### config.mk
export PLATFORM = sky130hd
export DESIGN_NAME = mem_access
export DESIGN_NICKNAME = d
export VERILOG_FILES = /design/src/rtl/mem_access_pkg.sv /design/src/rtl/mem_access_align.sv /design/src/rtl/mem_access.sv
export SDC_FILE = /design/constraint.sdc
export NUM_CORES = 1
export LEC_CHECK = 0
export BUFFER_PORTS_ARGS = -buffer_cell sky130_fd_sc_hd__buf_2
export CORE_AREA = 3 3 124 126
export DETAILED_ROUTE_END_ITERATION = 12
export DIE_AREA = 0 0 127 129
export GPL_TIMING_DRIVEN = 0
export PLACE_DENSITY = 0.72
export SYNTH_ARGS = -nofsm -noshare
export SYNTH_HDL_FRONTEND = slang
export SYNTH_SLANG_ARGS = --single-unit
### constraint.sdc
create_clock -name clk -period 1.63 [get_ports clk]
set_input_delay 0.0815 -clock clk [delete_from_list [all_inputs] [get_ports clk]]
set_output_delay 0.0815 -clock clk [all_outputs]
set_load 0.02 [all_outputs]
### src/rtl/mem_access_pkg.sv
// Shared definitions for the Eriscv memory-access stage: ALU op encodings for
// loads/stores, FSM state codes and a memory-op classifier.
package mem_access_pkg;

   localparam int ALUOP_W = 8;

   typedef logic [ALUOP_W-1:0] AluOpBus;

   localparam AluOpBus EXE_NOP_OP = 8'h00;
   localparam AluOpBus EXE_LB_OP  = 8'hE0;
   localparam AluOpBus EXE_LH_OP  = 8'hE1;
   localparam AluOpBus EXE_LW_OP  = 8'hE3;
   localparam AluOpBus EXE_LBU_OP = 8'hE4;
   localparam AluOpBus EXE_LHU_OP = 8'hE5;
   localparam AluOpBus EXE_SB_OP  = 8'hE8;
   localparam AluOpBus EXE_SH_OP  = 8'hE9;
   localparam AluOpBus EXE_SW_OP  = 8'hEB;

   typedef enum logic {
      ST_IDLE = 1'b0,
      ST_BUS  = 1'b1
   } mem_state_t;

   function automatic logic is_mem_op(input AluOpBus op);
      case (op)
         EXE_LB_OP, EXE_LH_OP, EXE_LW_OP, EXE_LBU_OP, EXE_LHU_OP,
         EXE_SB_OP, EXE_SH_OP, EXE_SW_OP: is_mem_op = 1'b1;
         default:                         is_mem_op = 1'b0;
      endcase
   endfunction

endpackage

### src/rtl/mem_access_align.sv
// Combinational lane logic: store byte enables and replication, load lane
// extraction with sign/zero extension, and the misalignment flag.
module mem_align
   import mem_access_pkg::*;
(
   input  logic [ALUOP_W-1:0] i_aluop,
   input  logic [1:0]         i_addr_lo,
   input  logic [31:0]        i_st_data,
   input  logic [31:0]        i_ld_data,
   output logic               o_is_mem,
   output logic               o_is_load,
   output logic               o_misalign,
   output logic [3:0]         o_be,
   output logic [31:0]        o_st_data,
   output logic [31:0]        o_ld_data
);

   logic [7:0]  w_byte;
   logic [15:0] w_half;

   assign w_byte   = i_ld_data[{i_addr_lo, 3'b000} +: 8];
   assign w_half   = i_ld_data[{i_addr_lo[1], 4'b0000} +: 16];
   assign o_is_mem = is_mem_op(i_aluop);

   // Per-op lane selection; loads always fetch the full word
   always_comb begin
      o_is_load  = 1'b0;
      o_misalign = 1'b0;
      o_be       = 4'b1111;
      o_st_data  = i_st_data;
      o_ld_data  = i_ld_data;
      case (i_aluop)
         EXE_LB_OP: begin
            o_is_load = 1'b1;
            o_ld_data = {{24{w_byte[7]}}, w_byte};
         end
         EXE_LBU_OP: begin
            o_is_load = 1'b1;
            o_ld_data = {24'd0, w_byte};
         end
         EXE_LH_OP: begin
            o_is_load  = 1'b1;
            o_misalign = i_addr_lo[0];
            o_ld_data  = {{16{w_half[15]}}, w_half};
         end
         EXE_LHU_OP: begin
            o_is_load  = 1'b1;
            o_misalign = i_addr_lo[0];
            o_ld_data  = {16'd0, w_half};
         end
         EXE_LW_OP: begin
            o_is_load  = 1'b1;
            o_misalign = |i_addr_lo;
         end
         EXE_SB_OP: begin
            o_be      = 4'b0001 << i_addr_lo;
            o_st_data = {4{i_st_data[7:0]}};
         end
         EXE_SH_OP: begin
            o_misalign = i_addr_lo[0];
            o_be       = 4'b0011 << i_addr_lo;
            o_st_data  = {2{i_st_data[15:0]}};
         end
         EXE_SW_OP: begin
            o_misalign = |i_addr_lo;
         end
         default: begin
            o_is_load = 1'b0;
         end
      endcase
   end

endmodule

### src/rtl/mem_access.sv
// Memory-access pipeline stage: issues aligned loads/stores on a req/ack bus,
// stalls upstream while a transaction is outstanding, registers write-back.
module mem_access
   import mem_access_pkg::*;
#(
   parameter int TIMEOUT = 16
) (
   input  logic               clk,
   input  logic               rst,
   input  logic               valid_i,
   input  logic [ALUOP_W-1:0] aluop_i,
   input  logic [31:0]        mem_addr_i,
   input  logic [31:0]        rt_data_i,
   input  logic [4:0]         reg_waddr_i,
   input  logic               reg_we_i,
   input  logic [31:0]        reg_wdata_i,
   output logic               stall_req_o,
   output logic [4:0]         reg_waddr_o,
   output logic               reg_we_o,
   output logic [31:0]        reg_wdata_o,
   output logic               exc_misalign_o,
   output logic               bus_err_o,
   output logic               dbus_req_o,
   output logic               dbus_we_o,
   output logic [31:0]        dbus_addr_o,
   output logic [3:0]         dbus_be_o,
   output logic [31:0]        dbus_wdata_o,
   input  logic [31:0]        dbus_rdata_i,
   input  logic               dbus_ack_i
);

   localparam logic [7:0] TO_LAST = 8'(TIMEOUT - 1);

   mem_state_t  r_state, w_state_nxt;
   logic [7:0]  r_cnt, w_cnt_nxt;
   logic [4:0]  r_waddr, w_waddr_nxt;
   logic        r_we, w_we_nxt;
   logic [31:0] r_wdata, w_wdata_nxt;
   logic        r_exc, w_exc_nxt;
   logic        r_err, w_err_nxt;
   logic        r_req, w_req_nxt;
   logic        r_dwe, w_dwe_nxt;
   logic [31:0] r_daddr, w_daddr_nxt;
   logic [3:0]  r_be, w_be_nxt;
   logic [31:0] r_dwdata, w_dwdata_nxt;
   logic        w_stall, w_is_mem, w_is_load, w_misalign, w_timeout;
   logic [3:0]  w_be;
   logic [31:0] w_st_data, w_ld_data;

   mem_align u_align (
      .i_aluop    (aluop_i),
      .i_addr_lo  (mem_addr_i[1:0]),
      .i_st_data  (rt_data_i),
      .i_ld_data  (dbus_rdata_i),
      .o_is_mem   (w_is_mem),
      .o_is_load  (w_is_load),
      .o_misalign (w_misalign),
      .o_be       (w_be),
      .o_st_data  (w_st_data),
      .o_ld_data  (w_ld_data)
   );

   // The BUS cycle counter starts at 0, so TIMEOUT-1 is the last cycle the request is held
   assign w_timeout = (r_cnt == TO_LAST);

   // Next-state and next-output decode; upstream inputs are held while stalled
   always_comb begin
      w_state_nxt  = r_state;
      w_cnt_nxt    = r_cnt;
      w_waddr_nxt  = r_waddr;
      w_we_nxt     = 1'b0;
      w_wdata_nxt  = r_wdata;
      w_exc_nxt    = 1'b0;
      w_err_nxt    = 1'b0;
      w_req_nxt    = r_req;
      w_dwe_nxt    = r_dwe;
      w_daddr_nxt  = r_daddr;
      w_be_nxt     = r_be;
      w_dwdata_nxt = r_dwdata;
      w_stall      = 1'b0;
      case (r_state)
         ST_IDLE: begin
            if (valid_i && !w_is_mem) begin
               w_we_nxt    = reg_we_i;
               w_waddr_nxt = reg_waddr_i;
               w_wdata_nxt = reg_wdata_i;
            end else if (valid_i && w_misalign) begin
               w_exc_nxt = 1'b1;
            end else if (valid_i) begin
               w_stall      = 1'b1;
               w_state_nxt  = ST_BUS;
               w_cnt_nxt    = 8'd0;
               w_req_nxt    = 1'b1;
               w_dwe_nxt    = ~w_is_load;
               w_daddr_nxt  = {mem_addr_i[31:2], 2'b00};
               w_be_nxt     = w_be;
               w_dwdata_nxt = w_st_data;
            end else begin
               w_we_nxt = 1'b0;
            end
         end
         ST_BUS: begin
            if (dbus_ack_i) begin
               w_state_nxt = ST_IDLE;
               w_req_nxt   = 1'b0;
               w_dwe_nxt   = 1'b0;
               w_we_nxt    = w_is_load & reg_we_i;
               if (w_is_load) begin
                  w_waddr_nxt = reg_waddr_i;
                  w_wdata_nxt = w_ld_data;
               end else begin
                  w_wdata_nxt = r_wdata;
               end
            end else if (w_timeout) begin
               w_state_nxt = ST_IDLE;
               w_req_nxt   = 1'b0;
               w_dwe_nxt   = 1'b0;
               w_err_nxt   = 1'b1;
            end else begin
               w_stall   = 1'b1;
               w_cnt_nxt = r_cnt + 8'd1;
            end
         end
         default: begin
            w_state_nxt = ST_IDLE;
            w_req_nxt   = 1'b0;
            w_dwe_nxt   = 1'b0;
         end
      endcase
   end

   // State and registered outputs; reset discards any transaction in flight
   always_ff @(posedge clk or negedge rst) begin
      if (!rst) begin
         r_state  <= ST_IDLE;
         r_cnt    <= 8'd0;
         r_waddr  <= 5'd0;
         r_we     <= 1'b0;
         r_wdata  <= 32'd0;
         r_exc    <= 1'b0;
         r_err    <= 1'b0;
         r_req    <= 1'b0;
         r_dwe    <= 1'b0;
         r_daddr  <= 32'd0;
         r_be     <= 4'd0;
         r_dwdata <= 32'd0;
      end else begin
         r_state  <= w_state_nxt;
         r_cnt    <= w_cnt_nxt;
         r_waddr  <= w_waddr_nxt;
         r_we     <= w_we_nxt;
         r_wdata  <= w_wdata_nxt;
         r_exc    <= w_exc_nxt;
         r_err    <= w_err_nxt;
         r_req    <= w_req_nxt;
         r_dwe    <= w_dwe_nxt;
         r_daddr  <= w_daddr_nxt;
         r_be     <= w_be_nxt;
         r_dwdata <= w_dwdata_nxt;
      end
   end

   assign stall_req_o    = w_stall;
   assign reg_waddr_o    = r_waddr;
   assign reg_we_o       = r_we;
   assign reg_wdata_o    = r_wdata;
   assign exc_misalign_o = r_exc;
   assign bus_err_o      = r_err;
   assign dbus_req_o     = r_req;
   assign dbus_we_o      = r_dwe;
   assign dbus_addr_o    = r_daddr;
   assign dbus_be_o      = r_be;
   assign dbus_wdata_o   = r_dwdata;

endmodule

# [Word-level counts from Yosys, hierarchy flattened]
# Cells that the tools add are included.
[word_totals] register_bits=117 output_inout_bits=111
[classes] n_addsub=1 eq_ne=18 shift=4 n_mux=45 bitwise_logic=5 reduce_logical=12
[ops] operator="case mux 32 bit (2 select lines)" n=2
[ops] operator="case mux 32 bit (4 select lines)" n=1
[ops] operator="2-to-1 mux 32 bit" n=3
[ops] operator="== test 8 bit (second input constant)" n=8
[ops] operator="2-to-1 mux 8 bit" n=5
[ops] operator="variable part select 32 x 6 -> 16 bit" n=1
[ops] operator="variable part select 32 x 6 -> 8 bit" n=1
[ops] operator="2-to-1 mux 1 bit" n=23
[ops] operator="case mux 8 bit (2 select lines)" n=1
[ops] operator="2-to-1 mux 5 bit" n=3
[ops] operator="!= test 2 bit (second input constant)" n=7
[ops] operator="case mux 1 bit (2 select lines)" n=5
[ops] operator="case mux 5 bit (2 select lines)" n=1
[ops] operator="adder 8 x 1 -> 8 bit (second input constant)" n=1
[ops] operator="== test 8 x 4 -> 1 bit (second input constant)" n=1
[ops] operator="case mux 4 bit (2 select lines)" n=1
[ops] operator="AND reduction 4 bit" n=2
[ops] operator="OR reduction 8 bit" n=1
[ops] operator="AND reduction 5 bit" n=1
[ops] operator="OR reduction 5 bit" n=1
[ops] operator="inverter 1 bit" n=4
[ops] operator="OR reduction 2 bit" n=2
[ops] operator="<< shifter 1 x 2 -> 4 bit (first input constant)" n=1
[ops] operator="<< shifter 2 x 2 -> 4 bit (first input constant)" n=1
[ops] operator="other kinds (7)" n=8

# [Logic depth before layout (Yosys ltp)]
# Gate-level depths: netlist of the first run.
[logic_depth] word_depth=8 depth_mapped=8

# [Cells and area by module]
# A second synthesis of the first run with hierarchy kept.
[unflattened] cells_unflattened=664 hier_area_um2=6616.3
[by_module_without_submodules] module="mem_access" instances=1 cells_each=465 area_per_inst_um2=5066.1 seq_area_each_um2=2927.8
[by_module_without_submodules] module="mem_align" instances=1 cells_each=199 area_per_inst_um2=1550.2 seq_area_each_um2=0.0

# [Worst setup path before layout of the first run]
# OpenSTA, ideal clock, no wires.
[synth_timing] kind="flip-flop to flip-flop" startpoint="register r_cnt[4]" endpoint="register r_dwe (netlist: dbus_we_o)" setup_ps=133 arrival_ps=1507 required_time_ps=1497 setup_slack_ps=-10 stages_incl_launch_ff=5 n_path_buf=0 synth_period_minus_slack_ps=1640 path_cell_list="dfrtp_1 -> or4_1 -> o21a_1 -> o311ai_1 -> o21ai_1"
[synth_via] elab_chain_cells=3
[synth_rtl] item="start, declared" line="mem_access.sv:35" rtl="logic [7:0] r_cnt, w_cnt_nxt;"
[synth_rtl] item="start signal, assigned" line="mem_access.sv:149" rtl="r_cnt <= w_cnt_nxt;"
[synth_rtl] item="== test 8 x 4 -> 1 bit" line="mem_access.sv:64" rtl="assign w_timeout = (r_cnt == TO_LAST);"
[synth_rtl] item="!= test 3 x 2 -> 1 bit (no source line)"
[synth_rtl] item="AND reduction 4 bit (no source line)"
[synth_rtl] item="end signal, assigned" line="mem_access.sv:156" rtl="r_dwe <= w_dwe_nxt;"
[synth_rtl] item="end, declared" line="mem_access.sv:42" rtl="logic r_dwe, w_dwe_nxt;"
# No other way between the ends.
# A chain may end at the register's enable or synchronous reset.

# [Worst setup path after layout of the first run]
[layout_timing] startpoint="register r_cnt[7]" endpoint="output port stall_req_o"
[layout_via] elab_chain_cells=4
[layout_rtl] item="== test 8 x 4 -> 1 bit" line="mem_access.sv:64"
[layout_rtl] item="2-to-1 mux 1 bit" line="mem_access.sv:114" rtl="end else if (w_timeout) begin"
[layout_rtl] item="2-to-1 mux 1 bit" line="mem_access.sv:103" rtl="if (dbus_ack_i) begin"
[layout_rtl] item="case mux 1 bit (2 select lines)" line="mem_access.sv:81" rtl="case (r_state)"
[layout_rtl] item="end, declared" line="mem_access.sv:17" rtl="output logic stall_req_o,"
# No other way between the ends.

==> load_flow_metrics.sql, run 1 <==
INSERT INTO impl_metrics (metric_group, metric, value, unit) VALUES
('logic_synthesis', 'synth_largest_area_cell', 'dfrtp_1', ''),
('logic_synthesis', 'synthDominantCellAreaShare', '0.511', ''),
('timing', 'setup_violations', '14', ''),
('timing', 'period_minus_slack', '1.81', 'ns'),
('hold_path', 'worst_hold_path_type', 'in2reg', ''),
('layout', 'final_cell_count_no_fill', '1128', ''),
('floorplanning', 'initial_utilization', '0.397', ''),
('global_route', 'globalRouteTotalUtil', '0.263', ''),
('detailed_routing', 'route.vias.total', '6088', ''),
('layout', 'fillCellCount', '1068', ''),
('detailed_routing', 'routedWlPerCell', '19.9', 'um'),
('logic_synthesis', 'synth.avg_cell_area', '10.6', 'sq um'),
('pwr', 'irDropWorstVdd', '0.000600', 'V'),
('logic_synthesis', 'async_flop_share', '1.00', ''),
('global_route', 'grt_start_max_net_pins', '81', ''),
('placement', 'place_inst', '981', ''),
('logic_synthesis', 'syn_area', '0.00573', 'sq mm'),
('timing', 'final_critical_path_setup_slack', '-0.183', 'ns'),
('clock_network', 'worstSkewPairLatency', '0.41', 'ns'),
('floorplanning', 'floorplan.die.width', '127', 'um'),
('floorplanning', 'pin_count', '257', ''),
('logic_synthesis', 'yosysSeqAreaShare', '0.511', ''),
('worst_setup_path', 'r2r_start', 'r_cnt[7]', ''),
('timing', 'slew-limit-headroom', '0.308', ''),
('global_route', 'wire_length_of_the_first_global_routing_pass', '33300', 'um'),
('worst_setup_path', 'critPathCapture', 'stall_req_o', ''),
('global_route', 'globalRoute.totalOverflow', '0', ''),
('worst_setup_path', 'reg2reg_setup_slack', '-0.15', 'ns'),
('worst_setup_path', 'maximum_fanout_along_the_worst_path', '2', ''),
('run_status', 'violations', 'setup timing', ''),
('layout', 'layout-drive-gt1-share', '0.480', ''),
('logic_synthesis', 'ys_top_cells_by_count', 'dfrtp_1, nor2_1, nand2_1', ''),
('logic_synthesis', 'synth.ff_latch_count', '117', ''),
('worst_setup_path', 'timing.critical_path.from_type', 'flip-flop', ''),
('detailed_routing', 'drc', '0', ''),
('floorplanning', 'dieArea', '0.0164', 'sq mm'),
('floorplanning', 'floorplan.die.height', '129', 'um'),
('floorplanning', 'placement_rows', '44', ''),
('clock_network', 'cts.sink_count', '117', ''),
('placement', 'pre_cts_slack', '-0.302', 'ns'),
('logic_synthesis', 'number_of_enable_flip_flop_cells_after_synthesis', '0', ''),
('detailed_routing', 'drt-pass1-iter-count', '5', ''),
('logic_synthesis', 'synth_cell_types', '51', ''),
('run_status', 'run_status', 'finished, violations left', ''),
('worst_setup_path', 'setup.worst_path.end_class', 'output port', ''),
('timing', 'timing_worst_slew_pin_value', '1.03', 'ns'),
('timing', 'finalHoldViolCount', '0', ''),
('clock_network', 'cts_root_buffer', 'clkbuf_16', ''),
('detailed_routing', 'routed_wl', '22500', 'um'),
('placement', 'dp.final_hpwl', '15000', 'um'),
('clock_network', 'clock_tree_from_tritoncts', 'yes', ''),
('logic_synthesis', 'netlist_instances', '543', ''),
('pwr', 'total_leakage_power', '4.77', 'nW'),
('floorplanning', 'placeableCoreArea', '0.0144', 'sq mm'),
('global_route', 'first_global_vias', '6332', ''),
('timing', 'fmax', '552', 'MHz'),
('layout', 'n_antenna_cell', '0', ''),
('timing', 'rsz_0062_raised_after_global_routing', 'yes', ''),
('layout', 'areaGrowthSynthToFinish', '68.5', '%'),
('timing', 'drv_slew', '0', ''),
('clock_network', 'h_tree_lvl_count', '4', ''),
('worst_setup_path', 'crit_arrival', '1.73', 'ns'),
('logic_synthesis', 'synth_top_cells_by_area', 'dfrtp_1, mux2_2, mux2i_1', ''),
('logic_synthesis', 'post-synth-top-count-cell', 'dfrtp_1', ''),
('detailed_routing', 'drt_initial_violations', '346', ''),
('layout', 'final_nets', '1080', ''),
('worst_setup_path', 'cp_data_required_time', '1.55', 'ns'),
('placement', 'final_wtd_congestion', '0.907', ''),
('clock_network', 'cts_buffer_depth', '2', ''),
('worst_setup_path', 'critPathLaunch', 'r_cnt[7]', ''),
('detailed_routing', 'route.detailed.vias_per_inst', '5.40', '');
-- cells by family after synthesis --
family          synth area share
compound gates             0.180
simple gates               0.115
flops                      0.511
mux                        0.133
buf+inv                   0.0495
xor+xnor                 0.00917
fa+ha+maj                0.00218
other cells             0.000654
-- cell usage in the layout (no fill, tap or decap), types with 8 or more instances in the layout --
cell	count
nor2_1	36
clkbuf_16	20
inv_1	11
nor2b_1	8
buf_4	24
o21ai_1	10
buf_6	14
o2111ai_1	8
dlygate4sd3_1	87
nor2_4	8
nand2_1	46
dfrtp_1	117
nor2_2	9
buf_2	258
a22oi_1	16
a21oi_1	12
nand3_1	8
mux2_2	39
a31oi_1	20
o21ai_0	34
mux2i_1	24
-- sequential cells by signal (all words and copies together), names as in the netlist --
register        flops
bus_err_o           1
reg_we_o            1
dbus_we_o           1
dbus_wdata_o       32
reg_waddr_o         5
dbus_req_o          1
exc_misalign_o      1
r_state             1
reg_wdata_o        32
dbus_be_o           4
r_cnt               8
dbus_addr_o        30
-- stage by stage --
stage                      util  total power [mW]  TNS, ns  area (sq um)  hold WS, ns
after global routing      0.670              10.6    -2.16          9660      0.00956
after CTS                 0.642              10.0    -1.54          9270      0.00172
after floorplan               -              4.88        0          5740       -0.214
after global placement    0.501              5.79  -127.17          7230        0.298
final                     0.670              10.1   -0.899          9660       0.0128
after detailed placement  0.504              5.86    -8.99          7270      0.00678
-- layer usage --
layer / track usage / vias to the layer above / part of all wire
met2: 0.457 / 344 / 0.50
li1: - / 2772 / -
met3: 0.0793 / 75 / 0.090
met5: 0 / - / 0.00058
met4: 0.142 / 2 / 0.043
met1: 0.290 / 2895 / 0.37
-- report_power, final --
part           internal (mW)  switching (mW)  total, mW
clock                   2.52            1.31       3.83
sequential              3.38           0.275       3.66
combinational           1.13            1.49       2.62
-- critical path, stage by stage, from the launching register on --
cell and delay [ns]:
dfrtp_1 0.38, or4_4 0.56, o21ai_4 0.17, nand2_2 0.08, buf_6 0.13
-- how the worst min path moves through the flow --
stage	to	slack, ns	cells past startpoint
detailed placement	reg_waddr_o[2]	0.007	1
CTS	dbus_wdata_o[8]	0.002	3
global route	reg_wdata_o[11]	0.01	3
floorplan	bus_err_o	-0.21	0
global placement	reg_we_o	0.30	2
finish	dbus_wdata_o[13]	0.01	3
-- final cells by class --
cell class | count | area [sq um] | area share
plain buffers | 35 | 294 | 0.0304
clock buffers | 19 | 433 | 0.0448
clock inverters | 11 | 160 | 0.0166
inverters | 12 | 52.6 | 0.00544
multi-input cells | 377 | 2960 | 0.306
flip-flops and latches | 117 | 2930 | 0.303
well taps | 184 | 230 | 0.0238
repair buffers | 373 | 2600 | 0.270
-- what timing repair did --
action / in CTS / in global routing
setup buffers: 26 / 8
pin swaps: 14 / 15
resized for setup: 57 / 88
cloned: 4 / 3
endpoints found under the hold margin: 132 / 0
setup endpoints to repair: 53 / 104
hold buffers: 87 / 0
No activity file was read; power rests on OpenSTA's default activity.
==> inputs of run 2 (changes only) <==
--- a/config.mk
+++ b/config.mk
@@ -10,7 +10,7 @@
 export DETAILED_ROUTE_END_ITERATION = 12
 export DIE_AREA = 0 0 127 129
 export GPL_TIMING_DRIVEN = 0
-export PLACE_DENSITY = 0.72
+export PLACE_DENSITY = 0.74
 export SYNTH_ARGS = -nofsm -noshare
 export SYNTH_HDL_FRONTEND = slang
 export SYNTH_SLANG_ARGS = --single-unit
==> run 2 against run 1 <==
  * The flow still finishes with violations (setup timing)
  * Register-to-register slack gained 0.02 ns
  * Final cell count shrank 1.2%
  * Design area shrank 2.6%
  * Count of clock-buffer cells in the layout grew 2
  * Die area is the same
  * First-iteration DRC count grew 39%
  * Highest routed layer is now met4
==> load_flow_metrics.sql, run 2 (same netlist as run 1, synthesis figures left out) <==
INSERT INTO impl_metrics (metric_group, metric, value, unit) VALUES
('run_status', 'run_status', 'finished, violations left', ''),
('run_status', 'violations', 'setup timing', ''),
('floorplanning', 'placement_rows', '44', ''),
('timing', 'setup_violations', '42', ''),
('global_route', 'antenna_found_initial', '2', ''),
('timing', 'drv_slew', '0', ''),
('timing', 'final_critical_path_setup_slack', '-0.174', 'ns'),
('worst_setup_path', 'crit_arrival', '1.72', 'ns'),
('detailed_routing', 'routed_wl', '22800', 'um'),
('detailed_routing', 'route.detailed.vias_per_inst', '5.56', ''),
('floorplanning', 'dieArea', '0.0164', 'sq mm'),
('pwr', 'total_leakage_power', '4.66', 'nW'),
('detailed_routing', 'drt-pass1-iter-count', '5', ''),
('layout', 'commonest_non_fill_non_tap_cell_in_the_layout', 'buf_2', ''),
('clock_network', 'cts.sink_count', '117', ''),
('placement', 'numPortBuffers', '252', ''),
('global_route', 'gr-usage-met2', '0.466', ''),
('global_route', 'globalRoute.totalOverflow', '0', ''),
('global_route', 'globalRouteTotalUtil', '0.263', ''),
('timing', 'final.setup_skew', '0.00748', 'ns'),
('floorplanning', 'placeableCoreArea', '0.0144', 'sq mm'),
('placement', 'pre_cts_slack', '-0.355', 'ns'),
('global_route', 'groute.layer.met1.usage', '0.298', ''),
('global_route', 'first_global_vias', '6263', ''),
('timing', 'slew-limit-headroom', '0.327', ''),
('clock_network', 'cts_buffer_depth', '2', ''),
('flow_run', 'max-cap-violations', '0', ''),
('timing', 'finalHoldViolCount', '0', ''),
('pwr', 'total_power', '10.1', 'mW'),
('worst_setup_path', 'timing.critical_path.from_type', 'flip-flop', ''),
('detailed_routing', 'antenna_viol_nets_final', '0', ''),
('clock_network', 'cts_root_buffer', 'clkbuf_16', ''),
('layout', 'areaGrowthSynthToFinish', '64.1', '%'),
('floorplanning', 'floorplan.die.width', '127', 'um'),
('clock_network', 'path_clk_slew', '0.06', 'ns'),
('timing', 'worst_hold_slack_across_all_endpoints', '0.0337', 'ns'),
('global_route', 'wire_length_of_the_first_global_routing_pass', '33600', 'um'),
('layout', 'layout.cells.most_common_list', 'buf_2, dfrtp_1, dlygate4sd3_1', ''),
('worst_setup_path', 'worst_setup_path_class', 'reg2out', ''),
('clock_network', 'h_tree_lvl_count', '4', ''),
('placement', 'final_wtd_congestion', '0.917', ''),
('clock_network', 'clock_tree_from_tritoncts', 'yes', ''),
('placement', 'dp.final_hpwl', '15100', 'um'),
('timing', 'fmax', '554', 'MHz'),
('floorplanning', 'pin_count', '257', ''),
('worst_setup_path', 'maximum_fanout_along_the_worst_path', '3', ''),
('clock_network', 'tritoncts.num_buffers', '17', ''),
('floorplanning', 'initial_utilization', '0.397', ''),
('detailed_routing', 'route.vias.total', '6201', ''),
('clock_network', 'worstSkewPairLatency', '0.40', 'ns'),
('layout', 'layout-drive-gt1-share', '0.478', ''),
('pwr', 'irDropWorstVdd', '0.000982', 'V'),
('timing', 'period_minus_slack', '1.80', 'ns'),
('hold_path', 'worst_hold_path_type', 'in2reg', ''),
('detailed_routing', 'drt_initial_violations', '482', ''),
('global_route', 'grt_start_max_net_pins', '71', ''),
('timing', 'timing_worst_slew_pin_value', '1.00', 'ns'),
('detailed_routing', 'drc', '0', ''),
('worst_setup_path', 'setup.worst_path.end_class', 'output port', ''),
('global_route', 'busiest_layer', 'met2', ''),
('detailed_routing', 'routedWlPerCell', '20.5', 'um'),
('global_route', 'groute.layer.met3.usage', '0.0706', ''),
('floorplanning', 'floorplan.die.height', '129', 'um'),
('worst_setup_path', 'cp_data_required_time', '1.55', 'ns'),
('timing', 'final_worst_path_cycle_share', '1.11', ''),
('timing', 'rsz_0062_raised_after_global_routing', 'yes', ''),
('layout', 'final_nets', '1063', ''),
('pwr', 'power_density', '1070', 'mW/mm^2');
run 2: cell count changes in the layout (fill, tap and decap cells not counted), moves of 4 or more:
cell,previous run,this run
a221oi_4,7,0
a31oi_1,20,14
a31oi_4,3,9
dlygate4sd3_1,87,81
a221oi_2,1,6
nor2_4,8,3
o21ai_0,34,39
a22oi_1,16,12
a22oi_2,0,4
buf_4,24,20
buf_8,5,1
nor2_1,36,40
run 2: area by class of cell:
type	count	area [sq um]
inverter	12	52.6
sequential	117	2930
tap	184	230
multi-input combinational	377	2910
fill	1105	5020
antenna	2	5.00
clock buffer	21	460
timing repair buffer	355	2380
buffer	36	294
clock inverter	11	150
run 2: timing repair:
action | 4_1_cts | 5_1_grt
hold endpoints to repair | 127 | 0
setup buffers | 11 | 9
pin swaps | 5 | 6
gates resized for setup | 55 | 64
setup endpoints to repair | 71 | 105
cloned | 2 | 2
hold buffers | 81 | 0
run 2: final timing paths:
kind	start	end	slack, ns	cells after the start
max	r_cnt[5]	stall_req_o	-0.17	4
min	reg_wdata_i[25]	reg_wdata_o[25]	0.03	3
max reg2reg	r_cnt[5]	dbus_we_o	-0.13	7
min reg2reg	dbus_be_o[1]	dbus_be_o[1]	0.48	2
max in group asynchronous	rst	dbus_be_o[2]	0.70	3
min in group asynchronous	rst	reg_we_o	0.19	2
run 2: per-layer routing:
layer / part of all wire / wire [um]
met3: 0.089 / 2030
met2: 0.50 / 11400
met1: 0.37 / 8330
met4: 0.048 / 1100
met5: 0 / 0
run 2: power by group:
part,internal (mW),switching [mW]
combinational,1.09,1.49
clock,2.49,1.34
sequential,3.38,0.284
total,6.96,3.12
run 2: critical path, cell delays in order, from the launching register on:
cell and delay (ns):
dfrtp_1 0.37, or4_4 0.57, o21ai_4 0.17, nand2_2 0.08, buf_6 0.13
run 2: stage by stage:
| stage | instance area [sq um] | utilization | std cells | TNS (ns) |
|---|---|---|---|---|
| final | 9410 | 0.652 | 1115 | -3.16 |
| after global placement | 7230 | 0.501 | 980 | -131.05 |
| after CTS | 9040 | 0.626 | 1106 | -1.24 |
| after global routing | 9410 | 0.652 | 1115 | -4.91 |
| after detailed placement | 7270 | 0.504 | 981 | -12.56 |
| after floorplan | 5740 | - | 544 | 0 |
==> inputs of run 3 (changes only) <==
--- a/config.mk
+++ b/config.mk
@@ -10,7 +10,7 @@
 export DETAILED_ROUTE_END_ITERATION = 12
 export DIE_AREA = 0 0 127 129
 export GPL_TIMING_DRIVEN = 0
-export PLACE_DENSITY = 0.74
+export PLACE_DENSITY = 0.71
 export SYNTH_ARGS = -nofsm -noshare
 export SYNTH_HDL_FRONTEND = slang
 export SYNTH_SLANG_ARGS = --single-unit
==> constraint.sdc (replaced) <==
create_clock -name clk -period 2.3 [get_ports clk]
set_input_delay 0.115 -clock clk [delete_from_list [all_inputs] [get_ports clk]]
set_output_delay 0.115 -clock clk [all_outputs]
set_load 0.02 [all_outputs]
==> run 3 against run 2 <==
  * The flow now finishes without violations
  * Power decreased by 33%
  * Global-route usage decreased by 1.3 points
  * Non-clock buffer count decreased by 31
  * Clock power decreased by 35%
  * Combinational power decreased by 36%
  * Critical path depth increased by 3
  * Hold slack got worse by 0.022 ns
  * Sequential power decreased by 30%
  * Count of clock-buffer cells in the layout decreased by 1
  * Design area decreased by 9.4%
  * Critical endpoint unchanged
  * Highest routed layer is now met5
==> load_flow_metrics.sql, run 3 (same netlist as run 1, synthesis figures left out) <==
INSERT INTO impl_metrics (metric_group, metric, value, unit) VALUES
('run_status', 'run_status', 'completed', ''),
('timing', 'timing_worst_slew_pin_value', '0.778', 'ns'),
('layout', 'layout-drive-gt1-share', '0.409', ''),
('pwr', 'power_density', '789', 'mW/mm^2'),
('clock_network', 'tritoncts.num_buffers', '17', ''),
('timing', 'setup_violations', '0', ''),
('flow_run', 'max-cap-violations', '0', ''),
('layout', 'areaGrowthSynthToFinish', '48.7', '%'),
('floorplanning', 'pin_count', '257', ''),
('timing', 'drv_slew', '0', ''),
('worst_setup_path', 'reg2reg_setup_slack', '0.41', 'ns'),
('timing', 'period_minus_slack', '2.12', 'ns'),
('timing', 'finalHoldViolCount', '0', ''),
('worst_setup_path', 'setup.worst_path.end_class', 'output port', ''),
('layout', 'sequential_cell_area', '0.00293', 'sq mm'),
('pwr', 'total_power', '6.72', 'mW'),
('timing', 'rsz_0062_raised_after_global_routing', 'no', ''),
('detailed_routing', 'routed_wl', '21000', 'um'),
('placement', 'dp.final_hpwl', '15000', 'um'),
('pwr', 'irDropWorstVdd', '0.000571', 'V'),
('worst_setup_path', 'maximum_fanout_along_the_worst_path', '10', ''),
('hold_path', 'holdCritStartpoint', 'reg_wdata_i[15]', ''),
('hold_path', 'hold_depth', '3', ''),
('detailed_routing', 'routedWlPerCell', '19.4', 'um'),
('timing', 'fin_tns_setup', '0', 'ns'),
('detailed_routing', 'antenna_viol_nets_final', '0', ''),
('layout', 'final_nets', '1032', ''),
('clock_network', 'cts_post_setup_buffers_inserted', '0', ''),
('global_route', 'antenna_found_initial', '3', ''),
('global_route', 'globalRoute.totalOverflow', '0', ''),
('timing', 'final_worst_path_cycle_share', '0.922', ''),
('detailed_routing', 'drt_initial_violations', '463', ''),
('layout', 'commonest_non_fill_non_tap_cell_in_the_layout', 'buf_2', ''),
('floorplanning', 'floorplan.die.height', '129', 'um'),
('global_route', 'first_global_vias', '6034', ''),
('placement', 'numPortBuffers', '252', ''),
('worst_setup_path', 'r2r_start', 'r_state', ''),
('layout', 'multiInputGateArea', '0.00253', 'sq mm'),
('layout', 'fillCellCount', '1259', ''),
('clock_network', 'clock_tree_from_tritoncts', 'yes', ''),
('pwr', 'total_leakage_power', '4.31', 'nW'),
('clock_network', 'cts.sink_count', '117', ''),
('clock_network', 'path_clk_slew', '0.06', 'ns'),
('detailed_routing', 'drt-pass1-iter-count', '5', ''),
('clock_network', 'h_tree_lvl_count', '4', ''),
('timing', 'slew-limit-headroom', '0.477', ''),
('worst_setup_path', 'timing.critical_path.from_type', 'flip-flop', ''),
('floorplanning', 'initial_utilization', '0.397', ''),
('timing', 'fmax', '472', 'MHz'),
('floorplanning', 'placement_rows', '44', ''),
('clock_network', 'cts_root_buffer', 'clkbuf_16', ''),
('timing', 'final.setup_skew', '0.00926', 'ns'),
('worst_setup_path', 'crit_arrival', '2.01', 'ns'),
('hold_path', 'worst_hold_path_type', 'in2reg', ''),
('detailed_routing', 'route.vias.total', '5838', ''),
('detailed_routing', 'route.detailed.vias_per_inst', '5.39', ''),
('hold_path', 'hold_path_end', 'reg_wdata_o[15]', ''),
('clock_network', 'cts_buffer_depth', '2', ''),
('worst_setup_path', 'worst_setup_path_class', 'reg2out', ''),
('global_route', 'globalRouteTotalUtil', '0.251', ''),
('layout', 'layout.cells.most_common_list', 'buf_2, dfrtp_1, dlygate4sd3_1', ''),
('floorplanning', 'floorplan.die.width', '127', 'um'),
('floorplanning', 'dieArea', '0.0164', 'sq mm'),
('detailed_routing', 'drc', '0', ''),
('floorplanning', 'placeableCoreArea', '0.0144', 'sq mm'),
('placement', 'final_wtd_congestion', '0.879', ''),
('worst_setup_path', 'worst-r2r-cell-count', '6', ''),
('global_route', 'grt_start_max_net_pins', '75', ''),
('global_route', 'wire_length_of_the_first_global_routing_pass', '31600', 'um'),
('worst_setup_path', 'worstReg2RegEnd', 'reg_waddr_o[3]', ''),
('clock_network', 'worstSkewPairLatency', '0.41', 'ns'),
('worst_setup_path', 'cp_data_required_time', '2.18', 'ns');
run 3: changes by cell type in the layout (fill, tap and decap cells not counted), sizes merged:
cell         delta
bufinv          -2
inv             -1
clkinv          -1
clkbuf          -2
dlygate4sd3    -12
clkinvlp        +5
buf            -18
run 3: metal layers:
metal  global-route usage  vias up  share of wire
li1                     -     2667              -
met1                0.285     2767           0.38
met2                0.428      348           0.49
met3               0.0776       54          0.092
met4                0.126        2          0.035
met5                    0        -        0.00033
run 3: worst max-delay path, stage by stage, from the launching register on:
cell	delay [ns]
dfrtp_1	0.45
nor2b_2	0.16
o211a_1	0.17
o21ai_2	0.14
buf_4	0.23
buf_4	0.19
nand2_1	0.09
buf_2	0.16
run 3: metrics by stage:
stage	area, sq um	utilization	hold slack, ns	setup WS [ns]	instances
detailed placement	7260	0.503	0.0693	0.359	981
global route	8520	0.591	0.0114	0.0417	1084
CTS	8510	0.590	0.00209	0.100	1081
floorplan	5740	-	-0.181	0.660	544
global placement	7230	0.501	0.330	-0.435	980
finish	8520	0.591	0.0122	0.180	1084
run 3: final cells by class:
class,count,area share
repair buffers,322,0.233
well taps,184,0.0270
flip-flops and latches,117,0.344
diodes,2,0.000587
clock buffers,20,0.0536
plain buffers,38,0.0280
inverters,12,0.00528
multi-input cells,377,0.297
clock inverters,12,0.0125
run 3: timing repair:
action / in CTS / in global routing
hold endpoints to repair: 110 / 1
hold buffers: 68 / 1
gates resized for setup: 0 / 1
setup endpoints to repair: 0 / 1
run 3: report_power, final:
part	leakage (nW)	total, mW	internal [mW]	switching [mW]
logic	2.59	1.65	0.669	0.976
registers	1.47	2.58	2.40	0.184
clock network	0.256	2.50	1.53	0.963
total	4.31	6.72	4.60	2.12
run 3: worst max-delay path by stage:
stage                     slack, ns        from  depth (start not counted)         endpoint
after floorplan                0.66    r_cnt[4]                          4        dbus_we_o
after global placement        -0.43         rst                          1  dbus_addr_o[29]
after detailed placement       0.36  aluop_i[4]                          7  reg_wdata_o[20]
after CTS                      0.10     r_state                          7      stall_req_o
after global routing           0.04     r_state                          7      stall_req_o
final                          0.18     r_state                          7      stall_req_o
